`src/rtl/pos_embed_pkg.sv`:
```
// ============================================================================
// pos_embed_pkg : shared widths and positional-embedding term for pos_embed_add
// Rev 1.0
// ============================================================================
`default_nettype none

package pos_embed_pkg;

  localparam int DATA_W    = 8;
  localparam int SEQ_LEN   = 8;
  localparam int POS_W     = 3;
  localparam int NUM_LANES = 4;

  // +p on even lanes, -p on odd lanes, sign-extended to DATA_W+1 bits
  function automatic logic signed [DATA_W:0] pe_term(input logic [POS_W-1:0] p, input int i);
    logic signed [DATA_W:0] t;
    t = signed'({{(DATA_W+1-POS_W){1'b0}}, p});
    return i[0] ? -t : t;
  endfunction

endpackage

`default_nettype wire

```
`src/rtl/pos_embed_add_sat_add.sv`:
```
// ============================================================================
// sat_add : signed DATA_W add of value and term; clamps when POS_EMBED_SAT_EN
//           is defined, otherwise wraps to DATA_W bits with sat tied low.
// Rev 1.0
// ============================================================================
`default_nettype none

module sat_add
  import pos_embed_pkg::*;
(
  input  logic signed [DATA_W-1:0] value,
  input  logic signed [DATA_W:0]   term,
  output logic        [DATA_W-1:0] result,
  output logic                     sat
);

  logic signed [DATA_W:0] wide;

  assign wide = {value[DATA_W-1], value} + term;

`ifdef POS_EMBED_SAT_EN
  localparam logic [DATA_W-1:0] SAT_MAX = {1'b0, {(DATA_W-1){1'b1}}};
  localparam logic [DATA_W-1:0] SAT_MIN = {1'b1, {(DATA_W-1){1'b0}}};

  // operands are at most one bit wider than the result, so top two bits disagreeing means overflow
  assign sat    = wide[DATA_W] ^ wide[DATA_W-1];
  assign result = !sat ? wide[DATA_W-1:0] : (wide[DATA_W] ? SAT_MIN : SAT_MAX);
`else
  logic unused_top;

  assign unused_top = wide[DATA_W];
  assign result     = wide[DATA_W-1:0];
  assign sat        = 1'b0;
`endif

endmodule

`default_nettype wire

```
`src/rtl/pos_embed_add.sv`:
```
// ============================================================================
// pos_embed_add : adds a position-dependent term to each token embedding and
//                 registers it behind a one-deep valid/ready stage.
//                 Optional saturation: define POS_EMBED_SAT_EN.
// Rev 1.0
// ============================================================================
`default_nettype none

module pos_embed_add
  import pos_embed_pkg::*;
(
  input  logic              clk,
  input  logic              rst_n,
  input  logic              in_valid,
  output logic              in_ready,
  input  logic              in_sof,
  input  logic [DATA_W-1:0] embedding_vector0,
  input  logic [DATA_W-1:0] embedding_vector1,
  input  logic [DATA_W-1:0] embedding_vector2,
  input  logic [DATA_W-1:0] embedding_vector3,
  output logic              out_valid,
  input  logic              out_ready,
  output logic [DATA_W-1:0] out_vector0,
  output logic [DATA_W-1:0] out_vector1,
  output logic [DATA_W-1:0] out_vector2,
  output logic [DATA_W-1:0] out_vector3,
  output logic [POS_W-1:0]  out_pos,
  output logic              out_last,
  output logic              sat_flag
);

  localparam logic [POS_W-1:0] LAST_POS = POS_W'(SEQ_LEN - 1);

  logic                 accept;
  logic [POS_W-1:0]     pos_cnt;
  logic [POS_W-1:0]     cur_pos;
  logic                 cur_last;
  logic [DATA_W-1:0]    emb      [NUM_LANES];
  logic [DATA_W-1:0]    sum      [NUM_LANES];
  logic [DATA_W-1:0]    vec_q    [NUM_LANES];
  logic [NUM_LANES-1:0] lane_sat;

  assign in_ready = !out_valid || out_ready;
  assign accept   = in_valid && in_ready;
  assign cur_pos  = in_sof ? '0 : pos_cnt;
  assign cur_last = (cur_pos == LAST_POS);

  assign emb[0] = embedding_vector0;
  assign emb[1] = embedding_vector1;
  assign emb[2] = embedding_vector2;
  assign emb[3] = embedding_vector3;

  generate
    for (genvar i = 0; i < NUM_LANES; i++) begin : g_lane
      sat_add u_sat_add (
        .value  (emb[i]),
        .term   (pe_term(cur_pos, i)),
        .result (sum[i]),
        .sat    (lane_sat[i])
      );
    end
  endgenerate

  always_ff @(posedge clk or negedge rst_n) begin
    if (!rst_n) begin
      out_valid <= 1'b0;
      out_pos   <= '0;
      out_last  <= 1'b0;
      sat_flag  <= 1'b0;
      pos_cnt   <= '0;
      for (int i = 0; i < NUM_LANES; i++) vec_q[i] <= '0;
    end else if (accept) begin
      out_valid <= 1'b1;
      out_pos   <= cur_pos;
      out_last  <= cur_last;
      sat_flag  <= |lane_sat;
      pos_cnt   <= cur_last ? '0 : cur_pos + POS_W'(1);
      for (int i = 0; i < NUM_LANES; i++) vec_q[i] <= sum[i];
    end else if (out_ready) begin
      // drained with nothing new: data outputs keep their last value
      out_valid <= 1'b0;
    end
  end

  assign out_vector0 = vec_q[0];
  assign out_vector1 = vec_q[1];
  assign out_vector2 = vec_q[2];
  assign out_vector3 = vec_q[3];

endmodule

`default_nettype wire
```
`config.mk`:
```
export PLATFORM = sky130hd
export DESIGN_NAME = pos_embed_add
export DESIGN_NICKNAME = d
export VERILOG_FILES = /design/src/rtl/pos_embed_pkg.sv /design/src/rtl/pos_embed_add_sat_add.sv /design/src/rtl/pos_embed_add.sv
export SDC_FILE = /design/constraint.sdc
export NUM_CORES = 1
export LEC_CHECK = 0
export BUFFER_PORTS_ARGS = -buffer_cell sky130_fd_sc_hd__clkbuf_2
export CAP_MARGIN = 20
export CELL_PAD_IN_SITES_DETAIL_PLACEMENT = 1
export CELL_PAD_IN_SITES_GLOBAL_PLACEMENT = 2
export CORE_MARGIN = 10
export CORE_UTILIZATION = 33
export CTS_BUF_LIST = sky130_fd_sc_hd__clkbuf_4 sky130_fd_sc_hd__clkbuf_8 sky130_fd_sc_hd__clkbuf_16
export CTS_CLUSTER_SIZE = 24
export DETAILED_ROUTE_END_ITERATION = 8
export PLACE_DENSITY_LB_ADDON = 0.1
export SLEW_MARGIN = 20
export SYNTH_ARGS = -nofsm -noshare
export SYNTH_HDL_FRONTEND = slang
export SYNTH_SLANG_ARGS = --single-unit
```
`constraint.sdc`:
```
create_clock -name clk -period 3.76 [get_ports clk]
set_input_delay 0 -clock clk [delete_from_list [all_inputs] [get_ports clk]]
set_output_delay 0 -clock clk [all_outputs]
set_load 0.01 [all_outputs]
```
# Yosys cells after proc, flatten, opt, wreduce, memory -nomap -nowiden
# Index checks and enable logic that the tools add are counted.
# totals
latchBits	0
output_inout_bits	39
regBits	40
memories	0
elab_cells	23
rom_bits	0
ramBits	0
# op_classes
div	0
multipliers	0
n_lt_le_gt_ge	0
muxes	4
n_reduce_logical	4
shifts	0
eq_ne	1
n_bitwise	0
addsub	6
# op_table
op	n
adder 8 x 4 -> 8 bit	2
adder 8 bit	2
negation 3 -> 8 bit	1
two-way mux 3 bit	2
adder 3 x 1 -> 3 bit (second input constant)	1
equality test 3 bit (second input constant)	1
two-way mux 1 bit	2
nonzero test 2 bit	1
logical AND 1 bit	1
logical NOT 1 bit	1
logical OR 1 bit	1

# Longest topological paths before layout
# Gate-level depths: netlist of the first run.
# logic_depth
depth_word	4
depth_mapped	12
mapped_depth_nobuf	11

# Hierarchy
# Synthesis of the first run repeated with hierarchy kept, for this count alone.
# hier_totals
hier_cells	280
hier_area_um2	3052.9
# by_module_without_submodules
module	n_inst	cells_per_inst	seq_area_each_um2	area_each_um2
pos_embed_add	1	104	1026.0	1681.6
sat_add	4	44	0.0	342.8

# Worst setup path after synthesis of the first run
# No wires, ideal clock.
# synth_timing
kind	reg-to-reg
startpoint	reg pos_cnt[0]
endpoint	reg vec_q (netlist bit out_vector1[6])
setup_slack_ps	1175
path_stages_with_launch	11
setup_ps	95
arrival_time_ps	2489
cell_sequence	dfrtp_1 nor2b_1 inv_1 ha_1 ha_1 ha_1 nor2b_1 o31a_1 o21a_1 o21a_1 o31ai_1
# synth_via
elab_chain_cells	3
# synth_rtl
element	line	source
start, declared	pos_embed_add.sv:35	logic [POS_W-1:0] pos_cnt;
start signal, assigned	pos_embed_add.sv:77	pos_cnt <= cur_last ? '0 : cur_pos + POS_W'(1);
two-way mux 3 bit	pos_embed_add.sv:45	assign cur_pos = in_sof ? '0 : pos_cnt;
via cur_pos[0]	pos_embed_add.sv:36	logic [POS_W-1:0] cur_pos;
negation 3 -> 8 bit	pos_embed_pkg.sv:18	return i[0] ? -t : t;
adder 8 bit	pos_embed_add_sat_add.sv:19	assign wide = {value[DATA_W-1], value} + term;
end, declared	pos_embed_add.sv:40	logic [DATA_W-1:0] vec_q [NUM_LANES];
# The timed path passes the listed nets, and every way through them passes these cells.
# A chain may end at the register's enable or synchronous reset.

# Worst setup path in the final report of the first run
# layout_timing
startpoint	reg pos_cnt[1]
endpoint	reg vec_q (netlist bit out_vector1[6])
# layout_via
elab_chain_cells	3
# layout_rtl
element	line
two-way mux 3 bit	pos_embed_add.sv:45
negation 3 -> 8 bit	pos_embed_pkg.sv:18
adder 8 bit	pos_embed_add_sat_add.sv:19
# No other way between the ends.

==> results of run 1 <==
-- worst reg2reg max path, cell delays in order (launching register included) --
cell,delay [ns]
dfrtp_1,0.39
nor2b_1,0.43
inv_1,0.20
ha_1,0.23
ha_1,0.31
ha_1,0.34
nor2b_1,0.16
o31a_1,0.25
o21a_1,0.19
o21a_1,0.16
o31ai_1,0.25
-- metal layers --
| metal | GRT usage (%) | wire, um | vias to the layer above |
|---|---|---|---|
| met5 | 0 | 0 | - |
| met4 | 4.10 | 113 | 0 |
| met3 | 4.73 | 508 | 8 |
| met2 | 20.0 | 3210 | 48 |
| li1 | - | - | 1103 |
| met1 | 15.2 | 3190 | 1013 |
-- stage by stage --
stage	instance area (sq um)	setup WS [ns]	util, %	total power, mW
2_1_floorplan	2530	1.18	-	0.962
3_3_place_gp	2970	0.913	40.3	1.17
3_5_place_dp	2970	0.745	40.3	1.19
4_1_cts	3140	0.733	42.6	1.58
5_1_grt	3140	0.491	42.6	1.69
6_report	3140	0.759	42.6	1.55
-- cell usage after synthesis (all sizes together) --
master    n
o21bai    1
a21oi    15
nor2b     5
inv       9
buf       8
xnor2    20
o21a      3
maj3      3
nand3    10
fa        2
and3b     2
o21ai    31
and3      1
nor3b     2
a221oi    1
a21o      2
nand4     4
o31a      1
o22ai     1
xor2      7
conb      1
a22o      1
and2      2
o311a     2
nor3      2
o2111ai   2
clkbuf    6
ha       22
a211oi    1
nor2      6
or4       2
o31ai     2
a31oi     1
nand2    58
nand2b    3
dfrtp    40
-- worst paths after layout --
check	end	slack (ns)	depth (start not counted)
worst max-delay path	out_vector1[6]	0.76	10
max in group asynchronous	out_vector2[6]	2.81	2
min in group asynchronous	out_vector2[7]	0.38	2
worst max register to register	out_vector1[6]	0.76	10
worst min register to register	out_vector0[6]	0.48	2
worst min-delay path	out_vector1[0]	0.02	4
-- cell families after synthesis --
logic type,after synthesis,share of synthesized area [%]
AO/OA/AOI/OAI,64,15.0
flip-flops,40,39.5
AND/OR/NAND/NOR,97,17.8
buffers and inverters,23,4.30
adder cells (fa/ha/maj),27,13.9
XOR/XNOR,27,9.34
other,1,0.148
-- registers in the layout (all words and copies together), names as in the netlist --
register and count:
out_last 1, out_pos 3, out_valid 1, out_vector0 8, out_vector1 8, out_vector2 8
out_vector3 8, pos_cnt 3
-- power by group through the flow --
stage / Sequential, mW / Combinational, mW / Clock, mW
floorplan: 0.635 / 0.327 / 0
global placement: 0.590 / 0.583 / 0
detailed placement: 0.597 / 0.593 / 0
CTS: 0.588 / 0.602 / 0.395
global route: 0.601 / 0.674 / 0.416
finish: 0.585 / 0.585 / 0.384
-- area by class of cell --
cell class                      count  share of cell area, %
Clock buffer                        6                   2.63
Clock inverter                      2                   1.24
Inverter                            9                   1.08
Multi-Input combinational cell    216                   45.4
Sequential cell                    40                   31.9
Tap cell                           99                   3.95
Timing Repair Buffer               81                   13.9
-- what timing repair did --
item | CTS | global route
hold buffers | 5 | 0
gates resized for setup | 0 | 0
hold endpoints to repair | 43 | 0
==> out/results.txt, run 1 <==
Initial Utilization -> 34.3%
Drt drc -> 0
Clock sinks -> 40
Hold Path Class -> in2reg
CTS tree -> done
Mean Syn Cell Area -> 9.07 sq um
Commonest non-fill, non-tap cells in the layout -> clkbuf_2 (73), nand2_1 (57), dfrtp_1 (40)
Seq pwr share -> 37.6%
Antenna Diode Count -> 0
Post-CTS Setup Inserts -> 0
Routed wire per std cell -> 15.5 um
GPL Wtd Cong -> 0.778
Post-DP HPWL -> 5560 um
Clock skew -> 0.0142 ns
Yosys reg bits -> 40
Status -> completed
CTS Buf Count -> 5
Final Max Tran Viols -> 0
Detail Route Antenna Nets -> 0
Crit start category -> register
Vias in the first global route -> 2381
Setup_tns -> 0 ns
Slowest stage cell, crit path -> nor2b_1
Clk buf depth -> 2
Core ar. -> 7370 sq um
Logic pwr share -> 37.7%
Crit Path Class -> reg2reg
Nets@finish -> 414
H-tree Lvls -> 2
Critical Path RT -> 3.97 ns
Top cells by area, synth -> dfrtp_1 (40%), ha_1 (11%), nand2_1 (8.6%), xnor2_1 (6.9%), o21ai_0 (5.3%)
All-Layer GR Usage -> 12.6%
Post-Layout Cell Count -> 453
Sw Pwr -> 554 uW
Hold slack final -> 0.0155 ns
Max VDD drop -> 0.165 mV
Syn. warnings -> 0
Slew HR -> 37.7%
Clock share of power -> 24.7%
Area of the multi-input gates -> 1420 sq um
Largest net degree at the start of global routing -> 41
Total of max-cap violations -> 0
Crit path max-delay family -> adder cells
CP max stage delay -> 0.43 ns
Area Overhead vs Synth -> 24.0%
Share of the synthesized area in the top cell type -> 39.5%
Final period utilization -> 79.8%
DRT Pass-1 Iters -> 4
Vias per cell -> 4.79
Post-route minimum period -> 3.00 ns
Worst-path clk slew -> 0.09 ns
Die area -> 11600 sq um
CP Max Fanout -> 6
Most common cell after layout, fill and taps aside -> clkbuf_2
# setup viols final -> 0
Sequential Area -> 1000 sq um
DRT iter0 DRCs -> 37
# IOs -> 76
First-pass GRT wire length -> 11700 um
FMAX -> 0.333 GHz
Final hold viol count -> 0
Mapped Cells -> 279
# rows -> 31
Initial antenna violation count -> 0
# port buffers -> 74
Hold path start -> embedding_vector1[0]
Cell Pwr Density -> 495 nW/um^2
Clock Latency Late Sink -> 0.30 ns
R2R Path Start -> pos_cnt[1]
Seq/Total Area, Yosys -> 39.5%
Crit path cell chain -> nor2b_1, inv_1, ha_1, ha_1, ha_1, nor2b_1, o31a_1, o21a_1, o21a_1, o31ai_1
Arr. time, crit path -> 3.21 ns
RSZ-0062 raised after global routing -> no
Chip Width -> 108 um
Worst setup path start -> pos_cnt[1]
Switch share -> 35.6%
Synth cell types -> 46
Die height -> 108 um
Placed cells -> 440
Drt total wl -> 7020 um
Largest area contributor in the netlist -> dfrtp_1
LEAKAGE -> 1.53 nW
Fillers -> 911
Mapped Area -> 2530 sq um
CTS root buf -> clkbuf_8
Internal -> 1.00 mW
Share of cells above drive strength 1 -> 26.3%
Gr ovfl total -> 0
Worst-Margin Slew -> 0.935 ns
CP bufs+invs -> 1
Via count -> 2172
Cell mode on critical path -> ha_1
Syn nets -> 340
Element type at the critical path end -> register
Power figures use the tool's default switching activity.
==> inputs of run 2 (changes only) <==
Settings changed: CORE_UTILIZATION 33 to 27.
Clock period 3.76 ns to 2.75 ns, I/O delays scaled along.
==> out/results.txt, run 2 (synthesis gave the netlist of run 1 again) <==
Final period utilization -> 93.2% (was 79.8%)
Final hold viol count -> 0 (unchanged)
CP max stage delay -> 0.39 ns (was 0.43 ns)
Arr. time, crit path -> 2.78 ns (was 3.21 ns)
Worst-case reg-to-reg path depth -> 10 (unchanged)
Clock skew -> 0.0112 ns (was 0.0142 ns)
Hold Path Class -> in2reg (unchanged)
Drt drc -> 0 (unchanged)
Crit start category -> register (unchanged)
Slowest stage cell, crit path -> dfrtp_1 (was nor2b_1)
WL met1 -> 3770 um (was 3190 um)
Met2 wire length -> 3120 um (was 3210 um)
Power Total -> 2.31 mW (was 1.55 mW)
Hold path start -> embedding_vector0[6] (was embedding_vector1[0])
Clock sinks -> 40 (unchanged)
Top Metal Used -> met4 (unchanged)
H-tree Lvls -> 2 (unchanged)
Critical Path RT -> 2.97 ns (was 3.97 ns)
Most common cell after layout, fill and taps aside -> clkbuf_2 (unchanged)
Worst R2R End -> out_vector1[6] (unchanged)
Chip Width -> 117 um (was 108 um)
Detail Route Antenna Nets -> 0 (unchanged)
Routed wire per std cell -> 15.6 um (was 15.5 um)
CP bufs+invs -> 1 (unchanged)
Via count -> 2141 (was 2172)
Area Overhead vs Synth -> 28.8% (was 24.0%)
First-pass GRT wire length -> 12100 um (was 11700 um)
Hold Path Depth -> 3 (was 4)
Largest net degree at the start of global routing -> 46 (was 41)
Post-route minimum period -> 2.56 ns (was 3.00 ns)
Drt total wl -> 7340 um (was 7020 um)
# port buffers -> 74 (unchanged)
Vias in the first global route -> 2271 (was 2381)
# IOs -> 76 (unchanged)
All-Layer GR Usage -> 11.2% (was 12.6%)
Share of cells above drive strength 1 -> 27.8% (was 26.3%)
Max VDD drop -> 0.329 mV (was 0.165 mV)
CTS tree -> done (unchanged)
Antenna Diode Count -> 0 (unchanged)
Initial antenna violation count -> 0 (unchanged)
LEAKAGE -> 1.58 nW (was 1.53 nW)
FMAX -> 0.390 GHz (was 0.333 GHz)
Element type at the critical path end -> register (unchanged)
Crit Path Class -> reg2reg (unchanged)
R2R Path Start -> pos_cnt[1] (unchanged)
# rows -> 35 (was 31)
Nets@finish -> 420 (was 414)
Status -> completed (unchanged)
Gr ovfl total -> 0 (unchanged)
Crit path max-delay family -> adder cells (unchanged)
CTS Buf Count -> 5 (unchanged)
Cell Pwr Density -> 709 nW/um^2 (was 495 nW/um^2)
Final Max Tran Viols -> 0 (unchanged)
Vias per cell -> 4.55 (was 4.79)
# setup viols final -> 0 (unchanged)
Slew HR -> 48.5% (was 37.7%)
Worst-Margin Slew -> 0.773 ns (was 0.935 ns)
Worst-path clk slew -> 0.08 ns (was 0.09 ns)
Clock Latency Late Sink -> 0.31 ns (was 0.30 ns)
Clk buf depth -> 2 (unchanged)
Total of max-cap violations -> 0 (unchanged)
Cell mode on critical path -> ha_1 (unchanged)
DRT iter0 DRCs -> 77 (was 37)
Initial Utilization -> 27.5% (was 34.3%)
Core ar. -> 9200 sq um (was 7370 sq um)
Worst Hold Path EP -> out_vector0[6] (was out_vector1[0])
CTS root buf -> clkbuf_8 (unchanged)
RSZ-0062 raised after global routing -> no (unchanged)
GPL Wtd Cong -> 0.758 (was 0.778)
Reg2reg setup slack -> 0.19 ns (was 0.76 ns)
Setup_tns -> 0 ns (unchanged)
DRT Pass-1 Iters -> 4 (unchanged)
Die area -> 13600 sq um (was 11600 sq um)
CP Max Fanout -> 4 (was 6)
Crit path cell chain -> nor2b_2, inv_1, ha_1, ha_1, ha_1, nor2b_1, o31a_1, o21a_1, o21a_1, o31ai_2 (was nor2b_1, inv_1, ha_1, ha_1, ha_1, nor2b_1, o31a_1, o21a_1, o21a_1, o31ai_1)
Commonest non-fill, non-tap cells in the layout -> clkbuf_2 (74), nand2_1 (57), dfrtp_1 (40) (was clkbuf_2 (73), nand2_1 (57), dfrtp_1 (40))
Die height -> 117 um (was 108 um)
Wire length on met3 -> 379 um (was 508 um)
Post-DP HPWL -> 5740 um (was 5560 um)
run 2: cell type report:
cell class	instances	area, sq um
clock inverter	3	90.1
sequential	40	1000
fill	1127	5940
tap	111	139
clock buffer	5	68.8
multi-input combinational	216	1430
timing repair buffer	87	495
inverter	9	33.8
run 2: stage by stage:
step / instances / setup WS (ns) / utilization (%) / hold WS (ns) / instance area, sq um
floorplan: 279 / 0.165 / - / -0.296 / 2530
CTS: 470 / 0.140 / 35.3 / 0.00956 / 3240
detailed placement: 456 / 0.171 / 32.9 / 0.134 / 3030
global route: 471 / 0.0149 / 35.4 / 0.0211 / 3260
finish: 471 / 0.188 / 35.4 / 0.0141 / 3260
global placement: 456 / 0.231 / 32.9 / 0.134 / 3030
run 2: report_power, final:
part | leakage [nW] | switching (mW) | internal [mW]
clock | 0.0784 | 0.239 | 0.454
combinational | 1.01 | 0.456 | 0.361
sequential | 0.493 | 0.0757 | 0.724
run 2: how the worst max path moves through the flow:
stage / from / end / slack [ns] / depth (start not counted)
2_1_floorplan: pos_cnt[0] / out_vector1[6] / 0.17 / 10
3_3_place_gp: pos_cnt[1] / out_vector1[6] / 0.23 / 10
3_5_place_dp: pos_cnt[1] / out_vector1[6] / 0.17 / 10
4_1_cts: pos_cnt[1] / out_vector1[6] / 0.14 / 10
5_1_grt: pos_cnt[1] / out_vector1[6] / 0.01 / 10
6_report: pos_cnt[1] / out_vector1[6] / 0.19 / 10
run 2: layer usage:
metal,up-vias,track usage [%]
met5,-,0
met4,0,2.47
met3,5,3.52
met2,49,16.3
met1,971,15.8
li1,1116,-
run 2: worst reg2reg max path: cells and delay by family (launching register included):
kind,cells,cell delay (ns)
adders and majority gates,3,0.85
AOI/OAI and AO/OA,4,0.83
DFF,1,0.39
and+or+nand+nor,2,0.33
buffers and inverters,1,0.10
run 2: what timing repair did:
action / in CTS / in global routing
hold buffers: 6 / 0
buffers inserted: 0 / 1
resized for setup: 0 / 2
hold endpoints to repair: 32 / 0
setup endpoints to repair: 0 / 1
